==> src/rtl/uart_rx_if.sv <==
// ---------------------------------------------------------------------------
// uart_rx_if -- consumer-side bundle of the UART receiver.
//
// Signals
//   dout       [7:0]  last accepted byte
//   valid             dout holds an unconsumed byte
//   ack               consumer takes dout (only meaningful while valid=1)
//   frame_err         one-clk pulse: stop bit sampled 0
//   parity_err        one-clk pulse: parity mismatch (parity builds only)
//   overrun           one-clk pulse: byte completed while valid=1 and ack=0
//   busy              receiver is somewhere other than IDLE
//
// Modports
//   master  the receiver (drives data/status, reads ack)
//   slave   the consumer (reads data/status, drives ack)
// ---------------------------------------------------------------------------
interface uart_rx_if;
    logic [7:0] dout;
    logic       valid;
    logic       ack;
    logic       frame_err;
    logic       parity_err;
    logic       overrun;
    logic       busy;

    modport master (
        output dout, valid, frame_err, parity_err, overrun, busy,
        input  ack
    );

    modport slave (
        input  dout, valid, frame_err, parity_err, overrun, busy,
        output ack
    );
endinterface

==> src/rtl/uart_rx.sv <==
// ---------------------------------------------------------------------------
// uart_rx -- oversampling asynchronous serial receiver, 8 data bits, LSB first.
//
// Ports
//   clk          system clock, all logic on the rising edge
//   rst_n        asynchronous active-low reset
//   sample_tick  one-clk enable at OVS x baud; all framing state advances
//                only on this enable
//   rx           raw serial line, idle high
//   bus          uart_rx_if.master: dout/valid/ack handshake plus the
//                frame_err / parity_err / overrun pulses and busy
//
// Parameter
//   OVS          sample_ticks per bit period (even, >= 8)
//
// Build option
//   UART_RX_PARITY_EN  when defined, an even-parity bit is expected after
//                      data bit 7; otherwise the frame is 8N1 and
//                      parity_err is held at 0.
//
// Each bit is the majority of the synchronized line at tick counts
// OVS/2-2, OVS/2-1 and OVS/2 within the bit; the decision is taken on the
// OVS/2 tick.
// ---------------------------------------------------------------------------
module uart_rx #(
    parameter int OVS = 16
) (
    input  logic      clk,
    input  logic      rst_n,
    input  logic      sample_tick,
    input  logic      rx,
    uart_rx_if.master bus
);

    localparam int              CW      = $clog2(OVS);
    localparam logic [CW-1:0]   CNT_MAX = CW'(OVS - 1);
    localparam logic [CW-1:0]   MID     = CW'(OVS / 2);
    localparam logic [CW-1:0]   MID_M1  = CW'(OVS / 2 - 1);
    localparam logic [CW-1:0]   MID_M2  = CW'(OVS / 2 - 2);
    localparam logic [CW-1:0]   CNT_ZERO = {CW{1'b0}};

    typedef enum logic [2:0] {
        ST_IDLE   = 3'd0,
        ST_START  = 3'd1,
        ST_DATA   = 3'd2,
`ifdef UART_RX_PARITY_EN
        ST_PARITY = 3'd3,
`endif
        ST_STOP   = 3'd4,
        ST_BREAK  = 3'd5
    } state_t;

    // 2-of-3 vote used for every bit decision
    function automatic logic majority3(input logic a, input logic b, input logic c);
        return (a & b) | (a & c) | (b & c);
    endfunction

`ifdef UART_RX_PARITY_EN
    // Parity bit value that makes the total count of ones even
    function automatic logic even_parity(input logic [7:0] d);
        return ^d;
    endfunction
`endif

    logic           rx_meta_r;
    logic           rx_sync_r;
    logic [1:0]     fill_r;
    logic           armed_r;
    state_t         state_r;
    state_t         state_nx;
    logic [CW-1:0]  tick_cnt_r;
    logic [CW-1:0]  cnt_nx;
    logic [2:0]     bit_cnt_r;
    logic [2:0]     bit_nx;
    logic [7:0]     shift_r;
    logic [7:0]     shift_nx;
    logic           samp0_r;
    logic           samp0_nx;
    logic           samp1_r;
    logic           samp1_nx;
    logic [7:0]     dout_r;
    logic           valid_r;
    logic           frame_err_r;
    logic           overrun_r;
    logic           busy_r;
    logic           deliver_s;
    logic           ferr_s;
    logic           counting_s;
    logic           mid_s;
    logic           maj_s;
`ifdef UART_RX_PARITY_EN
    logic           par_bit_r;
    logic           par_nx;
    logic           perr_s;
    logic           parity_err_r;
`endif

    // Two-flop synchronizer on the raw line; resets to the idle level
    always_ff @(posedge clk or negedge rst_n) begin
        if (!rst_n) begin
            rx_meta_r <= 1'b1;
            rx_sync_r <= 1'b1;
        end else begin
            rx_meta_r <= rx;
            rx_sync_r <= rx_meta_r;
        end
    end

    // Arming: after reset the synchronizer still holds its reset value for
    // two clocks, and the line may be mid-frame. A start is only accepted
    // once a genuine high level has been seen, so a frame cut by reset is
    // never picked up half-way.
    always_ff @(posedge clk or negedge rst_n) begin
        if (!rst_n) begin
            fill_r  <= 2'b00;
            armed_r <= 1'b0;
        end else begin
            fill_r  <= {fill_r[0], 1'b1};
            armed_r <= armed_r | (sample_tick & rx_sync_r & fill_r[1]);
        end
    end

    assign counting_s = (state_r != ST_IDLE) && (state_r != ST_BREAK);
    assign mid_s      = (tick_cnt_r == MID);
    assign maj_s      = majority3(samp0_r, samp1_r, rx_sync_r);

    // FSM state register
    always_ff @(posedge clk or negedge rst_n) begin
        if (!rst_n) begin
            state_r <= ST_IDLE;
        end else begin
            state_r <= state_nx;
        end
    end

    // Next-state, counters and per-tick datapath decisions
    always_comb begin
        state_nx  = state_r;
        cnt_nx    = tick_cnt_r;
        bit_nx    = bit_cnt_r;
        shift_nx  = shift_r;
        samp0_nx  = samp0_r;
        samp1_nx  = samp1_r;
        deliver_s = 1'b0;
        ferr_s    = 1'b0;
`ifdef UART_RX_PARITY_EN
        par_nx    = par_bit_r;
        perr_s    = 1'b0;
`endif
        if (sample_tick) begin
            // The tick counter free-runs modulo OVS inside a frame. After the
            // start-bit decision at OVS/2 it simply keeps counting, so every
            // later bit is decided exactly OVS ticks after the previous one.
            if (counting_s) begin
                if (tick_cnt_r == CNT_MAX) begin
                    cnt_nx = CNT_ZERO;
                end else begin
                    cnt_nx = tick_cnt_r + 1'b1;
                end
                if (tick_cnt_r == MID_M2) begin
                    samp0_nx = rx_sync_r;
                end else begin
                    samp0_nx = samp0_r;
                end
                if (tick_cnt_r == MID_M1) begin
                    samp1_nx = rx_sync_r;
                end else begin
                    samp1_nx = samp1_r;
                end
            end else begin
                cnt_nx = CNT_ZERO;
            end

            case (state_r)
                ST_IDLE: begin
                    if (armed_r && !rx_sync_r) begin
                        state_nx = ST_START;
                        cnt_nx   = CNT_ZERO;
                    end else begin
                        state_nx = ST_IDLE;
                    end
                end
                ST_START: begin
                    if (mid_s && maj_s) begin
                        // Too short to be a start bit
                        state_nx = ST_IDLE;
                        cnt_nx   = CNT_ZERO;
                    end else if (mid_s) begin
                        state_nx = ST_DATA;
                        bit_nx   = 3'd0;
                    end else begin
                        state_nx = ST_START;
                    end
                end
                ST_DATA: begin
                    if (mid_s) begin
                        shift_nx = {maj_s, shift_r[7:1]};
                        if (bit_cnt_r == 3'd7) begin
`ifdef UART_RX_PARITY_EN
                            state_nx = ST_PARITY;
`else
                            state_nx = ST_STOP;
`endif
                            bit_nx   = 3'd0;
                        end else begin
                            bit_nx = bit_cnt_r + 3'd1;
                        end
                    end else begin
                        state_nx = ST_DATA;
                    end
                end
`ifdef UART_RX_PARITY_EN
                ST_PARITY: begin
                    if (mid_s) begin
                        par_nx   = maj_s;
                        state_nx = ST_STOP;
                    end else begin
                        state_nx = ST_PARITY;
                    end
                end
`endif
                ST_STOP: begin
                    if (mid_s) begin
                        // Return to IDLE at mid-stop so the next start edge
                        // can be caught even with zero idle time.
                        cnt_nx = CNT_ZERO;
`ifdef UART_RX_PARITY_EN
                        perr_s = (par_bit_r != even_parity(shift_r));
`endif
                        if (maj_s) begin
                            state_nx  = ST_IDLE;
`ifdef UART_RX_PARITY_EN
                            deliver_s = ~perr_s;
`else
                            deliver_s = 1'b1;
`endif
                        end else begin
                            ferr_s   = 1'b1;
                            state_nx = ST_BREAK;
                        end
                    end else begin
                        state_nx = ST_STOP;
                    end
                end
                ST_BREAK: begin
                    if (rx_sync_r) begin
                        state_nx = ST_IDLE;
                    end else begin
                        state_nx = ST_BREAK;
                    end
                end
                default: begin
                    state_nx = ST_IDLE;
                    cnt_nx   = CNT_ZERO;
                end
            endcase
        end else begin
            state_nx = state_r;
        end
    end

    // Frame datapath registers (counters, vote samples, shift register)
    always_ff @(posedge clk or negedge rst_n) begin
        if (!rst_n) begin
            tick_cnt_r <= CNT_ZERO;
            bit_cnt_r  <= 3'd0;
            shift_r    <= 8'h00;
            samp0_r    <= 1'b1;
            samp1_r    <= 1'b1;
            busy_r     <= 1'b0;
        end else begin
            tick_cnt_r <= cnt_nx;
            bit_cnt_r  <= bit_nx;
            shift_r    <= shift_nx;
            samp0_r    <= samp0_nx;
            samp1_r    <= samp1_nx;
            busy_r     <= (state_nx != ST_IDLE);
        end
    end

`ifdef UART_RX_PARITY_EN
    // Received parity bit and its mismatch pulse
    always_ff @(posedge clk or negedge rst_n) begin
        if (!rst_n) begin
            par_bit_r    <= 1'b0;
            parity_err_r <= 1'b0;
        end else begin
            par_bit_r    <= par_nx;
            parity_err_r <= perr_s;
        end
    end
`endif

    // Output handshake: load, hold-and-flag overrun, or consume
    always_ff @(posedge clk or negedge rst_n) begin
        if (!rst_n) begin
            dout_r      <= 8'h00;
            valid_r     <= 1'b0;
            frame_err_r <= 1'b0;
            overrun_r   <= 1'b0;
        end else begin
            frame_err_r <= ferr_s;
            overrun_r   <= 1'b0;
            if (deliver_s) begin
                if (!valid_r || bus.ack) begin
                    dout_r  <= shift_r;
                    valid_r <= 1'b1;
                end else begin
                    // Unconsumed byte wins; the new one is dropped
                    overrun_r <= 1'b1;
                end
            end else if (valid_r && bus.ack) begin
                valid_r <= 1'b0;
            end else begin
                valid_r <= valid_r;
            end
        end
    end

    assign bus.dout      = dout_r;
    assign bus.valid     = valid_r;
    assign bus.frame_err = frame_err_r;
    assign bus.overrun   = overrun_r;
    assign bus.busy      = busy_r;
`ifdef UART_RX_PARITY_EN
    assign bus.parity_err = parity_err_r;
`else
    assign bus.parity_err = 1'b0;
`endif

endmodule

==> src/flat_wrapper.sv <==
// flat-port wrapper written by rule: the top's interface ports become plain ports
module uart_rx_flat 
#(
    parameter int OVS = 16
)
  (clk, rst_n, sample_tick, rx, bus_dout, bus_valid, bus_frame_err, bus_parity_err, bus_overrun, bus_busy, bus_ack);
  uart_rx_if bus_i ();
  input  logic clk;
  input  logic rst_n;
  input  logic sample_tick;
  input  logic rx;
  output wire logic [$bits(bus_i.dout)-1:0] bus_dout;
  output wire logic [$bits(bus_i.valid)-1:0] bus_valid;
  output wire logic [$bits(bus_i.frame_err)-1:0] bus_frame_err;
  output wire logic [$bits(bus_i.parity_err)-1:0] bus_parity_err;
  output wire logic [$bits(bus_i.overrun)-1:0] bus_overrun;
  output wire logic [$bits(bus_i.busy)-1:0] bus_busy;
  input wire logic [$bits(bus_i.ack)-1:0] bus_ack;
  assign bus_dout = bus_i.dout;
  assign bus_valid = bus_i.valid;
  assign bus_frame_err = bus_i.frame_err;
  assign bus_parity_err = bus_i.parity_err;
  assign bus_overrun = bus_i.overrun;
  assign bus_busy = bus_i.busy;
  assign bus_i.ack = bus_ack;
  uart_rx #(.OVS(OVS)) u_core (.clk(clk), .rst_n(rst_n), .sample_tick(sample_tick), .rx(rx), .bus(bus_i));
endmodule
==> config.mk <==
export PLATFORM = sky130hd
export DESIGN_NAME = uart_rx_flat
export DESIGN_NICKNAME = d
export VERILOG_FILES = /design/src/rtl/uart_rx_if.sv /design/src/rtl/uart_rx.sv /design/src/flat_wrapper.sv
export SDC_FILE = /design/constraint.sdc
export NUM_CORES = 1
export LEC_CHECK = 0
export ABC_AREA = 1
export CAP_MARGIN = 30
export CORE_ASPECT_RATIO = 1.1
export CORE_MARGIN = 5
export CORE_UTILIZATION = 50
export DETAILED_ROUTE_END_ITERATION = 12
export PLACE_DENSITY = 0.72
export SLEW_MARGIN = 20
export SYNTH_ARGS = -nofsm -noshare
export SYNTH_HDL_FRONTEND = slang
export SYNTH_SLANG_ARGS = --single-unit
==> constraint.sdc <==
create_clock -name clk -period 4.3 [get_ports clk]
set_input_delay 0.86 -clock clk [delete_from_list [all_inputs] [get_ports clk]]
set_output_delay 0.86 -clock clk [all_outputs]
set_load 0.03 [all_outputs]
; Word-level counts from Yosys, hierarchy flattened
; Index checks and enable logic that the tools add are counted.
[word_totals]
inputBits = 5
wordCells = 92
regBits = 37
[classes]
bitwise_logic = 8
n_eq_ne = 14
n_reduce_logical = 19
n_addsub = 2
muxes = 34
[op_table]
columns = cell, n
row1 = 3-bit 2-to-1 mux, 11
row2 = 4-bit 2-to-1 mux, 5
row3 = 4-bit case mux with 4 select lines, 1
row4 = 3-bit case mux with 5 select lines, 1
row5 = 1-bit 2-to-1 mux, 14
row6 = "3-bit equality test, second input constant", 3
row7 = 3-bit AND reduction, 3
row8 = "4-bit by 3-bit equality test with 1-bit output, second input constant", 2
row9 = "4-bit equality test, second input constant", 2
row10 = 3-bit case mux with 2 select lines, 1
row11 = 3-bit nonzero test, 2
row12 = 1-bit bitwise AND, 5
row13 = 5-bit AND reduction, 1
row14 = "4-bit by 1-bit adder with 4-bit output, second input constant", 1
row15 = 1-bit logical AND, 4
row16 = "2-bit by 1-bit != test with 1-bit output, second input constant", 2
row17 = "2-bit != test, second input constant", 2
row18 = 2-bit AND reduction, 2
row19 = 2-bit nonzero test, 2
row20 = "3-bit by 1-bit adder with 3-bit output, second input constant", 1
row21 = "3-bit by 1-bit equality test with 1-bit output, second input constant", 1
row22 = "3-bit by 2-bit equality test with 1-bit output, second input constant", 1
row23 = 3-bit logical NOT, 1
row24 = "3-bit != test, second input constant", 1
row25 = other kinds (5), 8

; Logic depth before layout (Yosys ltp)
; Gate-level depths: netlist of run 1.
[logic_depth]
word_depth = 9
ltp_mapped = 10
mapped_depth_nobuf = 9

; Worst setup path before layout of run 1
; Ideal clock, no wire load.
[synth_path]
path_kind = reg2reg
start = reg u_core.tick_cnt_r[0]
end = reg u_core.dout_r[6], in the netlist u_core.bus.dout[6]
slack_ps = 2729
period_less_slack_ps = 1571
path_stages_with_launch = 11
arrival_time_ps = 1453
t_required_ps = 4182
setup_ps = 118
path_cell_list = dfrtp_1 > inv_1 > ha_1 > nand2_2 > nor2_4 > inv_2 > nor2_4 > nand4_4 > buf_6 > nand2_2 > o21ai_2
[synth_between]
elab_chain_len = 5
[synth_rtl]
columns = element, line
row1 = start: declaration, uart_rx.sv:71  ; logic [CW-1:0] tick_cnt_r;
row2 = start signal: assignment, uart_rx.sv:272  ; tick_cnt_r <= cnt_nx;
row3 = 4-bit equality test, uart_rx.sv:124  ; assign mid_s = (tick_cnt_r == MID);
row4 = 1-bit 2-to-1 mux, uart_rx.sv:223  ; if (mid_s) begin
row5 = 1-bit 2-to-1 mux, uart_rx.sv:174  ; case (state_r)
row6 = 1-bit 2-to-1 mux, uart_rx.sv:150  ; if (sample_tick) begin
row7 = 2-bit AND reduction (no source line), --
row8 = end signal: assignment, uart_rx.sv:306  ; dout_r <= shift_r;
row9 = end: declaration, uart_rx.sv:81  ; logic [7:0] dout_r;
; No other way between the ends.
; A chain may end at the register's enable or synchronous reset.

; Worst setup path in the final report of run 1
[layout_path]
start = reg u_core.dout_r[6], in the netlist u_core.bus.dout[6]
end = out bus_dout[6]
[layout_lines]
columns = element, line
row1 = end: declaration, flat_wrapper.sv:12  ; output wire logic [$bits(bus_i.dout)-1:0] bus_dout;
; No word-level cell between the ends.

==> reports/metrics.yaml, run 1 <==
slew_headroom_pct: 63.7
pwr_density_cell_nw_per_um2: 384
pwr-share-clk_pct: 32.3
final_common_cell: "nand2_1"
clockRootBuffer: "clkbuf_4"
dpl_cell_area_um2: 1950
drtPass1Iterations: 5
pin_count: 18
fmaxAchievable_ghz: 0.443
seqPwrFrac_pct: 49.7
grt_pass1_wl_um: 6130
coreArea_um2: 3360
cts_tree: "built"
peakVddDrop_uv: 244
crit_start: "u_core.bus.dout[6]"
setup-violations-final: 0
initial_core_util_pct: 52.2
grt.overflow.total: 0
finalNetCount: 226
vias: 1345
hold_violations: 0
cp-start-kind: "flop"
status: "finished clean"
postSynthAreaPerCell_um2: 8.94
worstPathCellList: "clkdlybuf4s50_1"
rsz0062_at_grt: "false"
worstSetupEndpointType: "output port"
grt_use_total_pct: 16.7
drive_gt1_share_pct: 13.8
cts.clk_slew.worst_paths_ps: 110
crit_slowest_cell: "clkdlybuf4s50_1"
crit_required_ps: 3440
drv_slew: 0
switching_share_pct: 29.1
area.growth.synth_to_final_pct: 15.9
grt_antenna_before_repair: 0
ys_ff_latch: 37
p_switching_mw: 0.227
cts.sinks: 37
slowest_delay_ps: 680
viasPerCell: 5.08
tightest_slew_ps: 543
dieArea_um2: 4790
drv_cap: 0
drc: 0
die_x_um: 66.4
finalCritPeriodShare_pct: 52.5
numCtsBuffers: 5
antenna_cells: 0
p_comb_share_pct: 17.9
cts_hold_buf: 0
yosysWarnings: 0
synthCells: 196
critPathTopFamily: "buffers and inverters"
postRouteAntennaNets: 0
p_int_mw: 0.552
htree_levels: 2
post-cts-setup-buffers: 0
setup-tns-final_ps: 0
dr.first_iter.drc_count: 75
wl_per_cell_um: 12.5
ys_seq_area_share_pct: 53.1
syn-num-nets: 206
dp_hpwl_um: 2420
worst-setup-path-type: "flop to output port"
die_h_um: 72.1
placementRows: 22
synthesis.area_um2: 1750
fillers: 317
place.port_buffers: 16
min_period_ps: 2260
grt_pass1_vias: 1382
place_congestion: 0.906
clock_skew_ps: 6.95
synth_cell_types: 26
design_area_um2: 2030
layout_common_cells: "nand2_1 (43), dfrtp_1 (33), inv_1 (26)"
grt_max_degree: 38
cts_buffer_depth: 2
r2r_start: "u_core.tick_cnt_r[0]"
min_path_type: "flop to flop"
hp-start: "u_core.fill_r[0]"
clk_latency_ps: 340
cp_max_fo: 2
arrival_ps: 1400
cts_resized: 0
drt_wl_total_um: 3320
path_buf_inv: 1
power.leakage_nw: 0.941
## registers in the layout, indices dropped and copies added (netlist names)
name and cells:
u_core.rx_sync_r 1, u_core.samp1_r 1, u_core.state_r 3, u_core.bus.busy 1, u_core.samp0_r 1, u_core.armed_r 1
u_core.rx_meta_r 1, u_core.bus.dout 8, u_core.shift_r 8, u_core.fill_r 2, u_core.bus.valid 1, u_core.tick_cnt_r 4
u_core.bus.frame_err 1, u_core.bus.overrun 1, u_core.bit_cnt_r 3
## path summary, 6_finish.rpt
| check | to | slack, ps | depth (start not counted) |
|---|---|---|---|
| setup reg to reg | u_core.bus.dout[5] | 2440 | 9 |
| max in group asynchronous | u_core.samp1_r | 3030 | 2 |
| hold reg to reg | u_core.fill_r[1] | 360 | 0 |
| min in group asynchronous | u_core.fill_r[1] | 920 | 2 |
| setup / recovery | bus_dout[6] | 2040 | 1 |
| hold / removal | u_core.fill_r[1] | 360 | 0 |
## final cells by class
class	count	area [um2]	share of cell area (%)
clock buffers	7	55.1	2.71
clock inverters	1	30.0	1.48
inverters	28	105	5.18
flip-flops and latches	37	931	45.8
multi-input cells	127	682	33.6
repair buffers	17	168	8.26
well taps	48	60.1	2.96
## synth_stat cells
| master | instances | share of area, % |
|---|---|---|
| a21oi_1 | 5 | 1.4 |
| a31o_2 | 1 | 0.50 |
| and3_1 | 1 | 0.36 |
| buf_4 | 1 | 0.43 |
| buf_6 | 2 | 1.3 |
| clkbuf_1 | 1 | 0.21 |
| conb_1 | 2 | 0.43 |
| dfrtp_1 | 33 | 47 |
| dfstp_2 | 4 | 6.0 |
| ha_1 | 5 | 3.6 |
| inv_1 | 26 | 5.6 |
| inv_2 | 2 | 0.43 |
| nand2_1 | 43 | 9.2 |
| nand2_2 | 3 | 1.1 |
| nand3_1 | 12 | 3.4 |
| nand4_1 | 4 | 1.4 |
| nand4_4 | 1 | 1.2 |
| nor2_1 | 17 | 3.6 |
| nor2_4 | 3 | 1.9 |
| nor3_1 | 1 | 0.29 |
| nor4_1 | 1 | 0.36 |
| o211ai_1 | 1 | 0.43 |
| o21ai_0 | 13 | 3.7 |
| o21ai_1 | 5 | 1.4 |
| o21ai_2 | 8 | 4.0 |
| xor2_1 | 1 | 0.50 |
## kinds of logic (layout without fill, tap and decap cells)
| family | after synthesis | count (layout) | synth area share, % |
|---|---|---|---|
| AOI/OAI and AO/OA | 33 | 33 | 11.5 |
| xor gates and xnor gates | 1 | 1 | 0.500 |
| adders and majority gates | 5 | 5 | 3.57 |
| buffers and inverters | 32 | 53 | 7.93 |
| DFF | 37 | 37 | 53.1 |
| other | 2 | 2 | 0.429 |
| and+or+nand+nor | 86 | 86 | 22.9 |
## power groups by stage
stage               clock [mW]  sequential [mW]  combinational [mW]
finish                   0.252            0.387               0.140
global route             0.279            0.391               0.160
CTS                      0.261            0.387               0.140
detailed placement           0            0.393               0.139
global placement             0            0.392               0.133
floorplan                    0            0.398              0.0862
## routing by layer
| metal | vias to the layer above | global-route usage, % | routed length (um) |
|---|---|---|---|
| met5 | - | 0 | 0 |
| met4 | 0 | 8.80 | 71 |
| met3 | 7 | 4.64 | 147 |
| met2 | 34 | 27.5 | 1700 |
| met1 | 642 | 19.8 | 1410 |
| li1 | 662 | - | - |
## through the flow
step | power, mW | hold slack (ps) | cells | setup WS (ps) | utilization, %
2_1_floorplan | 0.484 | 331 | 196 | 2730 | -
3_3_place_gp | 0.525 | 334 | 257 | 1810 | 57.9
3_5_place_dp | 0.532 | 336 | 257 | 1710 | 57.9
4_1_cts | 0.788 | 362 | 265 | 2010 | 60.5
5_1_grt | 0.830 | 366 | 265 | 1900 | 60.5
6_report | 0.779 | 359 | 265 | 2040 | 60.5
Note: power is estimated with default switching activity, not from simulation.
==> run 2, diff against run 1 <==
--- a/config.mk
+++ b/config.mk
@@ -11,7 +11,7 @@
 export CORE_MARGIN = 5
 export CORE_UTILIZATION = 50
 export DETAILED_ROUTE_END_ITERATION = 12
-export PLACE_DENSITY = 0.72
+export PLACE_DENSITY = 0.74
 export SLEW_MARGIN = 20
 export SYNTH_ARGS = -nofsm -noshare
 export SYNTH_HDL_FRONTEND = slang
==> constraint.sdc (replaced) <==
create_clock -name clk -period 1.91 [get_ports clk]
set_input_delay 0.382 -clock clk [delete_from_list [all_inputs] [get_ports clk]]
set_output_delay 0.382 -clock clk [all_outputs]
set_load 0.03 [all_outputs]
==> run 2 against run 1 <==
Effect of this change:
- power grew 100%
- non-clock buffer count grew 2
- count of clock-buffer cells in the layout shrank 2
- register-to-register slack lost 2200 ps
- sequential power grew 120%
- largest power group unchanged
- sequential share of layout area grew 0.17 points
- routed wire length shrank 11%
- clock power grew 58%
- first-iteration DRC count grew 16%
- highest routed layer unchanged
- clock skew grew 5.7 ps
- critical path type unchanged
- die area is the same
==> reports/metrics.yaml, run 2 (synthesis results as in run 1) <==
antenna_cells: 0
setup-violations-final: 0
setup-tns-final_ps: 0
finalPower_mw: 1.57
drive_gt1_share_pct: 15.5
finalCritPeriodShare_pct: 93.1
die_x_um: 66.4
grt_pass1_vias: 1208
pwr_density_cell_nw_per_um2: 778
crit_slowest_cell: "clkdlybuf4s50_1"
hold_violations: 0
power.leakage_nw: 0.942
clock_skew_ps: 12.7
initial_core_util_pct: 52.2
post-cts-setup-buffers: 0
fmaxAchievable_ghz: 0.562
final_common_cell: "nand2_1"
dieArea_um2: 4790
postRouteAntennaNets: 0
cts.sinks: 37
drv_slew: 0
wl_per_cell_um: 11.1
cp_max_fo: 2
drc: 0
coreArea_um2: 3360
cts_resized: 0
grt.overflow.total: 0
drt_wl_total_um: 2960
cts_hold_buf: 0
fillers: 308
place_congestion: 0.872
fin_util_pct: 60.2
min_path_type: "primary input to asynchronous set/reset pin"
dr.first_iter.drc_count: 87
worstSetupEndpointType: "output port"
htree_levels: 2
worst-setup-path-type: "flop to output port"
peakVddDrop_uv: 587
drtPass1Iterations: 4
area.growth.synth_to_final_pct: 15.5
vias: 1284
grt_antenna_before_repair: 0
cts_buffer_depth: 2
cts_tree: "built"
worstPathCellList: "clkdlybuf4s50_1"
arrival_ps: 1400
cts.clk_slew.worst_paths_ps: 120
clockRootBuffer: "clkbuf_4"
status: "finished clean"
clk_latency_ps: 340
critPathTopFamily: "buffers and inverters"
drv_cap: 0
min_period_ps: 1780
pin_count: 18
viasPerCell: 4.81
placementRows: 22
rsz0062_at_grt: "false"
layout_common_cells: "nand2_1 (43), dfrtp_1 (33), inv_1 (26)"
finalNetCount: 228
path_buf_inv: 1
grt_pass1_wl_um: 5210
grt_use_total_pct: 14.4
slowest_delay_ps: 680
crit_required_ps: 1530
place.port_buffers: 16
grt_max_degree: 38
die_h_um: 72.1
dp_hpwl_um: 2160
numCtsBuffers: 5
cp-start-kind: "flop"
==> run 2: cell types whose count changed in the layout (fill, tap and decap cells not counted) <==
cell,delta
buf_12,+1
buf_2,+1
buf_4,+1
bufinv_16,-1
clkbuf_1,-1
clkbuf_8,-1
clkdlybuf4s50_1,-1
clkinv_2,+2
clkinvlp_4,+1
==> run 2: path summary, 6_finish.rpt <==
kind | endpoint | from | cells past startpoint | slack (ps)
min reg2reg | u_core.fill_r[1] | u_core.fill_r[0] | 0 | 360
min in group clk | u_core.fill_r[1] | u_core.fill_r[0] | 0 | 360
max | bus_dout[6] | u_core.bus.dout[6] | 1 | 130
max reg2reg | u_core.bus.dout[3] | u_core.tick_cnt_r[0] | 10 | 230
max in group asynchronous | u_core.samp0_r | rst_n | 2 | 1510
min | u_core.tick_cnt_r[2] | rst_n | 2 | 50
==> run 2: routing by layer <==
| metal | vias up | wire length (um) | global-route usage [%] |
|---|---|---|---|
| li1 | 669 | - | - |
| met1 | 586 | 1480 | 19.2 |
| met2 | 25 | 1320 | 21.6 |
| met3 | 4 | 122 | 5.11 |
| met4 | 0 | 38 | 5.42 |
| met5 | - | 0 | 0 |
==> run 2: layout make-up <==
type	count	area, um2	share of cell area, %
tap	48	60.1	2.97
multi-input combinational	127	682	33.7
clock inverter	3	17.5	0.866
clock buffer	5	37.5	1.86
sequential	37	931	46.0
timing repair buffer	19	190	9.40
inverter	28	105	5.19
==> run 2: power by group <==
| group | leakage (nW) | internal [mW] | switching (mW) |
|---|---|---|---|
| combinational | 0.423 | 0.102 | 0.206 |
| clock | 0.0310 | 0.139 | 0.260 |
| sequential | 0.488 | 0.829 | 0.0378 |
| total | 0.942 | 1.07 | 0.503 |
==> run 2: per-stage QoR <==
step / setup WS, ps / area, um2 / hold slack [ps] / cells
finish: 132 / 2020 / 53.5 / 267
global route: 61.4 / 2020 / 76.4 / 267
CTS: 105 / 2000 / 57.4 / 266
detailed placement: 128 / 1950 / 346 / 258
global placement: 190 / 1950 / 336 / 258
floorplan: 339 / 1750 / 86.4 / 196
